`src/rtl/mem_stage_if.sv`:
```
// Data-memory request/response bus between the memory stage and the
// data-memory port. The stage is the master; the memory is the slave.
interface mem_stage_if;
   logic        dmem_req;
   logic        dmem_we;
   logic [31:0] dmem_addr;
   logic [31:0] dmem_wdata;
   logic [3:0]  dmem_be;
   logic        dmem_ack;
   logic [31:0] dmem_rdata;

   modport master (
      output dmem_req, dmem_we, dmem_addr, dmem_wdata, dmem_be,
      input  dmem_ack, dmem_rdata
   );

   modport slave (
      input  dmem_req, dmem_we, dmem_addr, dmem_wdata, dmem_be,
      output dmem_ack, dmem_rdata
   );
endinterface

```
`src/rtl/mem_stage.sv`:
```
// mem_stage: memory stage of the 5-stage RISC-V pipeline.
// Holds the EX/MEM register, runs the load/store handshake with the data
// memory (IDLE -> WAIT -> DONE), formats load/store data and raises StallM
// while an access is outstanding. A stuck access is aborted after
// TIMEOUT_CYCLES cycles in WAIT and flagged on the sticky dmem_err.
// Optional feature: define MEM_SUBWORD_EN for byte/halfword accesses;
// without it every access is a full word and funct3E is ignored.
module mem_stage #(
   parameter int TIMEOUT_CYCLES = 255
) (
   input  logic              clk,
   input  logic              reset,
   input  logic              RegWriteE,
   input  logic              MemWriteE,
   input  logic [1:0]        ResultSrcE,
   input  logic [2:0]        funct3E,
   input  logic [4:0]        rdE,
   input  logic [31:0]       ALUResultE,
   input  logic [31:0]       WriteDataE,
   input  logic [31:0]       PCplus4E,
   output logic              RegWriteM,
   output logic [1:0]        ResultSrcM,
   output logic [4:0]        rdM,
   output logic [31:0]       ALUResultM,
   output logic [31:0]       PCplus4M,
   output logic [31:0]       ReadDataM,
   output logic              StallM,
   output logic              dmem_err,
   mem_stage_if.master       dmem
);

   localparam int CNT_W = (TIMEOUT_CYCLES > 1) ? $clog2(TIMEOUT_CYCLES) : 1;
   localparam logic [CNT_W-1:0] CNT_LAST = CNT_W'(TIMEOUT_CYCLES - 1);

   typedef enum logic [1:0] {S_IDLE, S_WAIT, S_DONE} state_t;

   state_t           state_q, state_d;
   logic [CNT_W-1:0] cnt_q, cnt_d;
   logic [31:0]      rdata_q, rdata_d;
   logic             err_q, err_d;

   logic             regwrite_q;
   logic             memwrite_q;
   logic [1:0]       resultsrc_q;
   logic [4:0]       rd_q;
   logic [31:0]      alu_q;
   logic [31:0]      wdata_q;
   logic [31:0]      pc4_q;

   logic             is_load;
   logic             memop;
   logic             req;
   logic             stall;
   logic [3:0]       be;
   logic [31:0]      wdata_fmt;
   logic [31:0]      rdata_fmt;

`ifdef MEM_SUBWORD_EN
   logic [2:0]       funct3_q;

   function automatic logic [3:0] byte_en(input logic [2:0] f3, input logic [1:0] a);
      case (f3[1:0])
         2'b00:   return 4'b0001 << a;
         2'b01:   return 4'b0011 << {a[1], 1'b0};
         default: return 4'b1111;
      endcase
   endfunction

   function automatic logic [31:0] store_fmt(input logic [2:0] f3, input logic [31:0] wd);
      case (f3[1:0])
         2'b00:   return {4{wd[7:0]}};
         2'b01:   return {2{wd[15:0]}};
         default: return wd;
      endcase
   endfunction

   function automatic logic [31:0] load_fmt(input logic [2:0] f3, input logic [1:0] a,
                                            input logic [31:0] rd);
      logic [7:0]  b;
      logic [15:0] h;
      b = rd[{a, 3'b000} +: 8];
      h = a[1] ? rd[31:16] : rd[15:0];
      case (f3)
         3'b000:  return {{24{b[7]}}, b};
         3'b100:  return {24'h0, b};
         3'b001:  return {{16{h[15]}}, h};
         3'b101:  return {16'h0, h};
         default: return rd;
      endcase
   endfunction

   assign be        = byte_en(funct3_q, alu_q[1:0]);
   assign wdata_fmt = store_fmt(funct3_q, wdata_q);
   assign rdata_fmt = load_fmt(funct3_q, alu_q[1:0], dmem.dmem_rdata);
`else
   logic unused_funct3;

   assign unused_funct3 = ^funct3E;
   assign be            = 4'b1111;
   assign wdata_fmt     = wdata_q;
   assign rdata_fmt     = dmem.dmem_rdata;
`endif

   assign is_load = (resultsrc_q == 2'b01);
   assign memop   = is_load | memwrite_q;

   // EX/MEM register: advances whenever the stage is not stalled
   always_ff @(posedge clk or posedge reset) begin
      if (reset) begin
         regwrite_q  <= 1'b0;
         memwrite_q  <= 1'b0;
         resultsrc_q <= 2'b00;
         rd_q        <= 5'd0;
         alu_q       <= 32'h0;
         wdata_q     <= 32'h0;
         pc4_q       <= 32'h0;
`ifdef MEM_SUBWORD_EN
         funct3_q    <= 3'b000;
`endif
      end else if (!stall) begin
         regwrite_q  <= RegWriteE;
         memwrite_q  <= MemWriteE;
         resultsrc_q <= ResultSrcE;
         rd_q        <= rdE;
         alu_q       <= ALUResultE;
         wdata_q     <= WriteDataE;
         pc4_q       <= PCplus4E;
`ifdef MEM_SUBWORD_EN
         funct3_q    <= funct3E;
`endif
      end
   end

   // Handshake FSM state, wait counter, load data and sticky error flag
   always_ff @(posedge clk or posedge reset) begin
      if (reset) begin
         state_q <= S_IDLE;
         cnt_q   <= '0;
         rdata_q <= 32'h0;
         err_q   <= 1'b0;
      end else begin
         state_q <= state_d;
         cnt_q   <= cnt_d;
         rdata_q <= rdata_d;
         err_q   <= err_d;
      end
   end

   // Next-state and handshake outputs; stall depends only on state and the
   // registered instruction so there is no path from dmem_ack to StallM
   always_comb begin
      state_d = state_q;
      cnt_d   = '0;
      rdata_d = rdata_q;
      err_d   = err_q;
      req     = 1'b0;
      stall   = 1'b0;
      case (state_q)
         S_IDLE: begin
            if (memop) begin
               req   = 1'b1;
               stall = 1'b1;
               if (dmem.dmem_ack) begin
                  state_d = S_DONE;
                  if (is_load) rdata_d = rdata_fmt;
               end else begin
                  state_d = S_WAIT;
               end
            end
         end
         S_WAIT: begin
            req   = 1'b1;
            stall = 1'b1;
            cnt_d = cnt_q + 1'b1;
            if (dmem.dmem_ack) begin
               state_d = S_DONE;
               if (is_load) rdata_d = rdata_fmt;
            end else if (cnt_q == CNT_LAST) begin
               // Abort: the instruction retires with zeroed load data
               state_d = S_DONE;
               rdata_d = 32'h0;
               err_d   = 1'b1;
            end
         end
         S_DONE:  state_d = S_IDLE;
         default: state_d = S_IDLE;
      endcase
   end

   // Request fields are driven only while a request is active
   assign dmem.dmem_req   = req;
   assign dmem.dmem_we    = req & memwrite_q;
   assign dmem.dmem_addr  = req ? {alu_q[31:2], 2'b00} : 32'h0;
   assign dmem.dmem_wdata = req ? wdata_fmt : 32'h0;
   assign dmem.dmem_be    = req ? be : 4'b0000;

   assign StallM     = stall;
   assign RegWriteM  = regwrite_q;
   assign ResultSrcM = resultsrc_q;
   assign rdM        = rd_q;
   assign ALUResultM = alu_q;
   assign PCplus4M   = pc4_q;
   assign ReadDataM  = rdata_q;
   assign dmem_err   = err_q;

endmodule
```
`src/flat_wrapper.sv`:
```
// flat-port wrapper written by rule: the top's interface ports become plain ports
module mem_stage_flat 
#(
   parameter int TIMEOUT_CYCLES = 255
)
  (clk, reset, RegWriteE, MemWriteE, ResultSrcE, funct3E, rdE, ALUResultE, WriteDataE, PCplus4E, RegWriteM, ResultSrcM, rdM, ALUResultM, PCplus4M, ReadDataM, StallM, dmem_err, dmem_dmem_req, dmem_dmem_we, dmem_dmem_addr, dmem_dmem_wdata, dmem_dmem_be, dmem_dmem_ack, dmem_dmem_rdata);
  mem_stage_if dmem_i ();
  input  logic clk;
  input  logic reset;
  input  logic RegWriteE;
  input  logic MemWriteE;
  input  logic [1:0] ResultSrcE;
  input  logic [2:0] funct3E;
  input  logic [4:0] rdE;
  input  logic [31:0] ALUResultE;
  input  logic [31:0] WriteDataE;
  input  logic [31:0] PCplus4E;
  output logic RegWriteM;
  output logic [1:0] ResultSrcM;
  output logic [4:0] rdM;
  output logic [31:0] ALUResultM;
  output logic [31:0] PCplus4M;
  output logic [31:0] ReadDataM;
  output logic StallM;
  output logic dmem_err;
  output wire logic [$bits(dmem_i.dmem_req)-1:0] dmem_dmem_req;
  output wire logic [$bits(dmem_i.dmem_we)-1:0] dmem_dmem_we;
  output wire logic [$bits(dmem_i.dmem_addr)-1:0] dmem_dmem_addr;
  output wire logic [$bits(dmem_i.dmem_wdata)-1:0] dmem_dmem_wdata;
  output wire logic [$bits(dmem_i.dmem_be)-1:0] dmem_dmem_be;
  input wire logic [$bits(dmem_i.dmem_ack)-1:0] dmem_dmem_ack;
  input wire logic [$bits(dmem_i.dmem_rdata)-1:0] dmem_dmem_rdata;
  assign dmem_dmem_req = dmem_i.dmem_req;
  assign dmem_dmem_we = dmem_i.dmem_we;
  assign dmem_dmem_addr = dmem_i.dmem_addr;
  assign dmem_dmem_wdata = dmem_i.dmem_wdata;
  assign dmem_dmem_be = dmem_i.dmem_be;
  assign dmem_i.dmem_ack = dmem_dmem_ack;
  assign dmem_i.dmem_rdata = dmem_dmem_rdata;
  mem_stage #(.TIMEOUT_CYCLES(TIMEOUT_CYCLES)) u_core (.clk(clk), .reset(reset), .RegWriteE(RegWriteE), .MemWriteE(MemWriteE), .ResultSrcE(ResultSrcE), .funct3E(funct3E), .rdE(rdE), .ALUResultE(ALUResultE), .WriteDataE(WriteDataE), .PCplus4E(PCplus4E), .RegWriteM(RegWriteM), .ResultSrcM(ResultSrcM), .rdM(rdM), .ALUResultM(ALUResultM), .PCplus4M(PCplus4M), .ReadDataM(ReadDataM), .StallM(StallM), .dmem_err(dmem_err), .dmem(dmem_i));
endmodule
```
`config.mk`:
```
export PLATFORM = sky130hd
export DESIGN_NAME = mem_stage_flat
export DESIGN_NICKNAME = d
export VERILOG_FILES = /design/src/rtl/mem_stage_if.sv /design/src/rtl/mem_stage.sv /design/src/flat_wrapper.sv
export SDC_FILE = /design/constraint.sdc
export NUM_CORES = 1
export LEC_CHECK = 0
export ABC_AREA = 1
export BUFFER_PORTS_ARGS = -buffer_cell sky130_fd_sc_hd__buf_2
export CAP_MARGIN = 15
export CORE_MARGIN = 8
export CORE_UTILIZATION = 47
export DETAILED_ROUTE_END_ITERATION = 10
export GPL_TIMING_DRIVEN = 0
export HOLD_SLACK_MARGIN = 0.05
export PLACE_DENSITY_LB_ADDON = 0.3
export RECOVER_POWER = 100
export SLEW_MARGIN = 40
export SYNTH_ARGS = -nofsm -noshare
export SYNTH_HDL_FRONTEND = slang
export SYNTH_SLANG_ARGS = --single-unit
```
`constraint.sdc`:
```
create_clock -name clk -period 5.9 [get_ports clk]
set_input_delay 0.59 -clock clk [delete_from_list [all_inputs] [get_ports clk]]
set_output_delay 0.59 -clock clk [all_outputs]
set_load 0.02 [all_outputs]
```
* Word level (Yosys, flattened, before mapping)
Cells that the tools add are included.
** Word-level totals
- Logic and storage cells :: 43
- Bits in registers :: 148
- Input bits :: 143
- Output and inout bits :: 176
** Operators by class
- Add/subtract/negate cells :: 1
- Bitwise gates (word level) :: 3
- Reduce and logical (&&, ||, !) cells :: 5
- Eq/ne operators :: 6
- Multiplexer cells :: 17
** Operator list (count)
- 32-bit two-way mux :: 7
- 32-bit one-hot mux with 2 select lines :: 1
- 8-bit by 1-bit adder with 8-bit output (second input constant) :: 1
- 8-bit == test (second input constant) :: 1
- 2-bit two-way mux :: 4
- 8-bit two-way mux :: 1
- 2-bit by 1-bit == test with 1-bit output (second input constant) :: 2
- 4-bit two-way mux :: 1
- 2-bit one-hot mux with 2 select lines :: 1
- 4-bit AND reduction :: 1
- 3-bit by 2-bit inequality test with 1-bit output (second input constant) :: 1
- 3-bit AND reduction :: 1
- 2-bit logical NOT :: 1
- 2-bit by 1-bit inequality test with 1-bit output (second input constant) :: 1
- 2-bit inequality test (second input constant) :: 1
- 1-bit one-hot mux with 2 select lines :: 1
- 2-bit AND reduction :: 1
- 2-bit nonzero test :: 1
- 1-bit bitwise AND :: 1
- 1-bit two-way mux :: 1
- 1-bit inverter :: 1
- 1-bit OR :: 1

* Logic depth before layout (Yosys ltp)
Gate-level depths: netlist of run 1.
- Depth after elaboration :: 5
- Mapped depth :: 10
- Depth with buffers taken out :: 9

* Worst setup path before layout of run 1
No wires, ideal clock.
- Kind :: flip-flop to output port
- From :: reg u_core.resultsrc_q[0] (netlist: u_core.ResultSrcM[0])
- To :: out dmem_dmem_addr[10]
- Stages on the path, launching flop included :: 8
- Arrival time :: 1417 ps
- Buffers on the path :: 3
- Path slack :: 3893 ps
- Path through :: dfrtp_1 -> buf_6 -> nand2_4 -> nand3_2 -> nand2_4 -> buf_6 -> buf_2 -> nor2_1
** On the way
- Word-level cells in the longest chain between the ends :: 5
** RTL lines
- start: declaration :: line mem_stage.sv:44 : logic [1:0] resultsrc_q;
- start signal: assignment :: line mem_stage.sv:123 : resultsrc_q <= ResultSrcE;
- 2-bit by 1-bit == test with 1-bit output :: line mem_stage.sv:104 : assign is_load = (resultsrc_q == 2'b01);
- 1-bit OR :: line mem_stage.sv:105 : assign memop = is_load | memwrite_q;
- 1-bit two-way mux :: line mem_stage.sv:160 : if (memop) begin
- 1-bit one-hot mux with 2 select lines :: line mem_stage.sv:158 : case (state_q)
- 32-bit two-way mux :: line mem_stage.sv:193 : assign dmem.dmem_addr = req ? {alu_q[31:2], 2'b00} : 32'h0;
- end: declaration :: line flat_wrapper.sv:28 : output wire logic [$bits(dmem_i.dmem_addr)-1:0] dmem_dmem_addr;
Every way passes these cells.

* Worst setup path in the final report of run 1
- From :: reg u_core.resultsrc_q[0] (netlist: u_core.ResultSrcM[0])
- To :: out dmem_dmem_be[2]
** On the way
- Word-level cells in the longest chain between the ends :: 5
** RTL lines
- 2-bit by 1-bit == test with 1-bit output :: line mem_stage.sv:104
- 1-bit OR :: line mem_stage.sv:105
- 1-bit two-way mux :: line mem_stage.sv:160
- 1-bit one-hot mux with 2 select lines :: line mem_stage.sv:158
- 4-bit two-way mux :: line mem_stage.sv:195 : assign dmem.dmem_be = req ? be : 4'b0000;
- end: declaration :: line flat_wrapper.sv:30 : output wire logic [$bits(dmem_i.dmem_be)-1:0] dmem_dmem_be;
Every way passes these cells.

==> metrics.txt, run 1 <==
Commonest cells post-synth 306 x nand2_1, 148 x dfrtp_1, 72 x nor2_1; Final Cycle Share 62.0%; Leak Pwr 0.00463 uW; total number of yosys warnings 0; Max Slew Vio Count 74; Primary FF master, synth dfrtp_1; DRT Pass-1 Iters 5; gr usage total 23.1%; relative slew slack -120%; IO Pins 319; Reg clk slew, reported paths around 60 ps; status finished with violations; first-pass GRT wire length 33.7 mm; worst slew pin tran 3280 ps; Root Buffer clkbuf_16; critical path class flop to output pin; final-layout fill cell count between 1,000 and 1,500; PortBufs 313; DIE WIDTH ~140 um; startpoint type of the worst setup path flop; Area Overhead vs Synth 30.1%; Max H-tree Level 4; via/cell ratio between 4 and 5; CP max FO 15; cell taking the most area after synthesis dfrtp_1; Mapped Cells a little over 800; DR vias about 6,600; f_max about 270 MHz; clk sinks 148; hold_buf cts 0; Num CTS Buffers 17; Yosys reg bits roughly 150; area post-placement 8670 sq um; post-synth top area share a little over half; Die H between 100 and 150 um; Worst-Skew Late Latency between 400 and 500 ps; overall power 6220 uW; final WL about 22 mm; RSZ-0062 raised after global routing false; CTS max path bufs 2; required time of the worst setup path roughly 5300 ps; FFs w/ async S/R, synth 100%; Max Cap Viol 1; register area share after synthesis between 50 and 60%; Site Rows 44; initial antenna violation count 3; DR WL/cell roughly 16 um; Worst EP arrival between 3000 and 4000 ps; number of global-route vias before repair 6,514; failing checks max-capacitance violations, max-slew violations; gpl congestion approximately 0.86; P per Cell Area 699 nW/um^2; core region area around 14,000 sq um; top post-synthesis cells by area dfrtp_1 54%, nand2_1 17%, nor2_1 4.0%, inv_1 3.8%, nand3_1 3.2%; DR iter-0 viols between 400 and 500; peak supply drop 0.353 mV; Netlist cell types 27; final hold viol count 0; fin crit period around 3700 ps; post-CTS resize count 0; total gr overflow 0; most common cell in the netlist nand2_1; post-route cell area approximately 9000 sq um; Setup violations, final 0; CTS tree built; Post-DP HPWL around 17 mm; Starting Density a little under half; Synth Cell Area ~7000 sq um; post-route DRC violation count 0; CP endpoint kind output pin; pin count of the biggest net entering global routing 76; layout cell share with drive strength beyond 1 between 10% and 20%; min-delay worst type input port to flop; number of nets with antenna violations after routing 0; EDFF count, synth 0; postcts setup bufs 0; Setup Skew 10.6 ps; die area 18,700 sq um; syn avg cell area between 8 and 9 sq um; Layout Nets 1,309
## kinds of logic after synthesis
family	count (synthesis)	share of synthesized area (%)
other	1	0.0548
AO/OA/AOI/OAI	102	8.07
flip-flops	148	54.2
AND/OR/NAND/NOR	445	27.2
buffers and inverters	130	9.92
XOR/XNOR	2	0.256
adder cells (fa/ha/maj)	2	0.366
## through the flow
stage	TNS, ps	instances	utilization (%)	setup slack (ps)	hold WS, ps
2_1_floorplan	0	831	-	1330	454
3_3_place_gp	-62560	1328	60.1	-430	450
3_5_place_dp	0	1329	60.4	3660	453
4_1_cts	0	1360	64.8	3200	242
5_1_grt	0	1363	61.9	2010	361
6_report	0	1363	61.9	2240	368
## power breakdown
group	leakage, uW	switching, uW	internal, uW
clock network	0.000317	406	768
registers	0.00184	251	1500
logic	0.00248	2430	870
total	0.00463	3090	3140
## cell type report
| class | count | area [sq um] | share of cell area, % |
|---|---|---|---|
| diodes | 3 | 7.51 | 0.0844 |
| plain buffers | 57 | 270 | 3.04 |
| clock buffers | 21 | 460 | 5.17 |
| clock inverters | 10 | 179 | 2.01 |
| inverters | 73 | 275 | 3.09 |
| multi-input cells | 553 | 2380 | 26.8 |
| flip-flops and latches | 148 | 3700 | 41.6 |
| well taps | 184 | 230 | 2.59 |
| repair buffers | 314 | 1390 | 15.6 |
## metal layers
layer	vias up	track usage, %	part of all wire, %
li1	3224	-	-
met5	-	0	0
met2	267	36.8	48
met3	37	8.48	9.7
met4	0	9.58	2.8
met1	3060	27.8	40
## worst paths after layout
check	from	endpoint	slack, ps	cells after the start
max	u_core.ResultSrcM[0]	dmem_dmem_be[2]	2240	8
min	PCplus4E[2]	u_core.PCplus4M[2]	370	3
max reg2reg	u_core.ResultSrcM[0]	u_core.wdata_fmt[2]	3330	7
min reg2reg	u_core.PCplus4M[8]	u_core.PCplus4M[8]	470	2
max in group asynchronous	reset	u_core.wdata_fmt[27]	3290	2
min in group asynchronous	reset	u_core.PCplus4M[30]	1130	2
## placed cells by master (no fill, tap or decap), drive strengths merged
cell type and n:
inv 72, bufinv 5, a31o 1, clkinvlp 1, conb 2, nand2 311, nor2 75, nand4 1
diode 3, clkbuf 222, buf 170, xor2 2, a21oi 35, nor3 3, o21ai 66, nand3 55
ha 2, dfrtp 148, clkinv 5
## state kept, by name, summed over array words and instances (netlist names)
signal / count
u_core.ALUResultM: 32
u_core.state_q: 2
u_core.dmem_err: 1
u_core.ResultSrcM: 2
u_core.wdata_fmt: 32
u_core.cnt_q: 8
u_core.memwrite_q: 1
u_core.RegWriteM: 1
u_core.PCplus4M: 32
u_core.ReadDataM: 32
u_core.rdM: 5
## worst max-delay path, stage by stage, from the launching register on
cell      delay (ps)
dfrtp_1          360
clkbuf_1         340
nand2_1          280
nand3_2          110
nand2_1          240
inv_1            280
clkbuf_1         610
buf_4            220
clkbuf_1         220
Note: power is estimated with default switching activity, not from simulation.
==> inputs of run 2 (changes only) <==
--- a/config.mk
+++ b/config.mk
@@ -9,7 +9,7 @@
 export BUFFER_PORTS_ARGS = -buffer_cell sky130_fd_sc_hd__buf_2
 export CAP_MARGIN = 15
 export CORE_MARGIN = 8
-export CORE_UTILIZATION = 47
+export CORE_UTILIZATION = 42
 export DETAILED_ROUTE_END_ITERATION = 10
 export GPL_TIMING_DRIVEN = 0
 export HOLD_SLACK_MARGIN = 0.05
==> constraint.sdc (replaced) <==
create_clock -name clk -period 3 [get_ports clk]
set_input_delay 0.3 -clock clk [delete_from_list [all_inputs] [get_ports clk]]
set_output_delay 0.3 -clock clk [all_outputs]
set_load 0.02 [all_outputs]
==> run 2 against run 1 <==
The run now ends clean. Largest power group unchanged. Worst hold slack worse by 290 ps. Via count is 1.5% lower. Cell count is 2.8% higher. Largest cell class unchanged. Critical endpoint unchanged. Core utilization is 4.4 points lower. Register-to-register slack worse by 2600 ps.
==> metrics.txt, run 2 (synthesis gave the netlist of run 1 again) <==
hold slack 80.4 ps (-288 ps); dpl cells 1,367 (+2.9%); Max Cap Viol 0 (-1); DRT Pass-1 Iters 5 (unchanged); critical path class flop to output pin; initial antenna violation count 2 (-1); DR iter-0 viols 330 (-31%); DR WL/cell 15.5 um (-2.3%); Die H 144 um (+5.1%); min-delay worst type input port to flop; postcts setup bufs 0 (unchanged); area post-placement 8870 sq um (+2.2%); IO Pins 319 (unchanged); Post-DP HPWL 17.3 mm (+4.5%); DIE WIDTH 144 um (+5.1%); overall power 12,400 uW (+99%); CTS max path bufs 2 (unchanged); clk sinks 148 (unchanged); r2r startpoint u_core.state_q[1]; Setup violations, final 0 (unchanged); Reg2Reg Setup Slack 780 ps (-2550 ps); FF-to-FF End u_core.state_q[0]; Num CTS Buffers 17 (unchanged); hold path start PCplus4E[22]; Final Non-Filler Cells 1,401 (+2.8%); final hold viol count 0 (unchanged); most frequent cells in the layout 308 x nand2_1, 182 x clkbuf_1, 172 x buf_2; layout cell share with drive strength beyond 1 20.7% (+2.0 points); P per Cell Area 1350 nW/um^2 (+94%); CTS tree built; first-pass GRT wire length 34.3 mm (+2.0%); hold_buf cts 1 (+1); setup_tns 0 ps (unchanged); Site Rows 46 (+4.5%); Max H-tree Level 4 (unchanged); WHS Endpoint u_core.PCplus4M[22]; final WL 21.7 mm (+0.42%); CP max FO 15 (unchanged); f_max between 300 and 400 MHz; number of global-route vias before repair 6,486 (-0.43%); pin count of the biggest net entering global routing 24 (-68%); gr usage total 21.4% (-1.8 points); worst slew pin tran 1380 ps (-1890 ps); Setup Skew 10.8 ps (+0.232 ps); Layout Nets 1,316 (+0.53%); Area Overhead vs Synth 33.7%; relative slew slack 7.81% (+130 points); gpl congestion 0.816 (-5.2%); via/cell ratio 4.63 (-4.2%); post-route DRC violation count 0 (unchanged); post-CTS resize count 0 (unchanged); fin crit period 2540 ps; status finished, final reports clean; core region area 15,900 sq um (+11%); most common cell after layout, fill and taps aside nand2_1; Reg area 3700 sq um (unchanged); DR vias 6,487 (-1.5%); post-route cell area 9140 sq um (+2.7%); startpoint type of the worst setup path flop; Starting Density 43.1% (-4.5 points); RSZ-0062 raised after global routing false; total gr overflow 0 (unchanged); peak supply drop 0.648 mV (+84%); PortBufs 313 (unchanged); Worst EP arrival 2240 ps (-830 ps); final-layout fill cell count 1,600 (+14%); required time of the worst setup path 2700 ps (-2610 ps); Max Slew Vio Count 0 (-100%); hold path depth 3 (unchanged); Worst-Skew Late Latency 420 ps (about the same); number of nets with antenna violations after routing 0 (unchanged); Multi-input gate area 2390 sq um (+0.21%); Worst R2R Path Depth 7 (unchanged); die area 20,600 sq um (+10%); CP endpoint kind output pin; Reg clk slew, reported paths 60 ps (about the same); Root Buffer clkbuf_16; Final Cycle Share 84.6%; Leak Pwr 0.00475 uW (+2.6%)
run 2: power by group:
group | internal [uW] | leakage (uW) | switching, uW
clock | 1430 | 0.000315 | 869
sequential | 2940 | 0.00184 | 484
combinational | 1880 | 0.00260 | 4780
total | 6250 | 0.00475 | 6130
run 2: worst max path at each step:
stage / from / end / slack (ps) / cells past startpoint
after floorplan: reset / u_core.ALUResultM[0] / 840 / 1
after global placement: reset / u_core.ALUResultM[24] / -140 / 2
after detailed placement: u_core.ResultSrcM[1] / dmem_dmem_be[2] / 1100 / 8
after CTS: u_core.ResultSrcM[1] / dmem_dmem_be[2] / 640 / 8
after global routing: u_core.ResultSrcM[0] / dmem_dmem_be[3] / 290 / 8
final: u_core.ResultSrcM[0] / dmem_dmem_be[2] / 460 / 8
run 2: layout make-up:
class                           instances  area share [%]
Timing Repair Buffer                  321            16.6
Clock inverter                         14            2.19
Inverter                               73            3.01
Tap cell                              216            2.96
Antenna cell                            1          0.0274
Multi-Input combinational cell        553            26.1
Clock buffer                           18            4.80
Sequential cell                       148            40.5
Buffer                                 57            3.78
run 2: through the flow:
stage | util (%) | worst slack, ps
2_1_floorplan | - | 839
3_3_place_gp | 54.7 | -138
3_5_place_dp | 55.8 | 1100
4_1_cts | 59.9 | 640
5_1_grt | 57.5 | 287
6_report | 57.5 | 462
run 2: metal layers:
metal / routed length [um] / share of wire, % / global-route usage, % / vias up
met2: 10600 / 49 / 35.6 / 238
met4: 442 / 2.0 / 7.86 / 2
met5: 10 / 0.046 / 0 / -
li1: - / - / - / 3243
met3: 1940 / 8.9 / 7.66 / 35
met1: 8660 / 40 / 24.9 / 2969
run 2: worst max-delay path: stages (launching register included):
cell and delay, ps:
dfrtp_1 370, buf_6 140, nand2_1 160, nand3_1 160, nand2_4 140, inv_1 190, buf_2 330, buf_4 160
buf_2 150
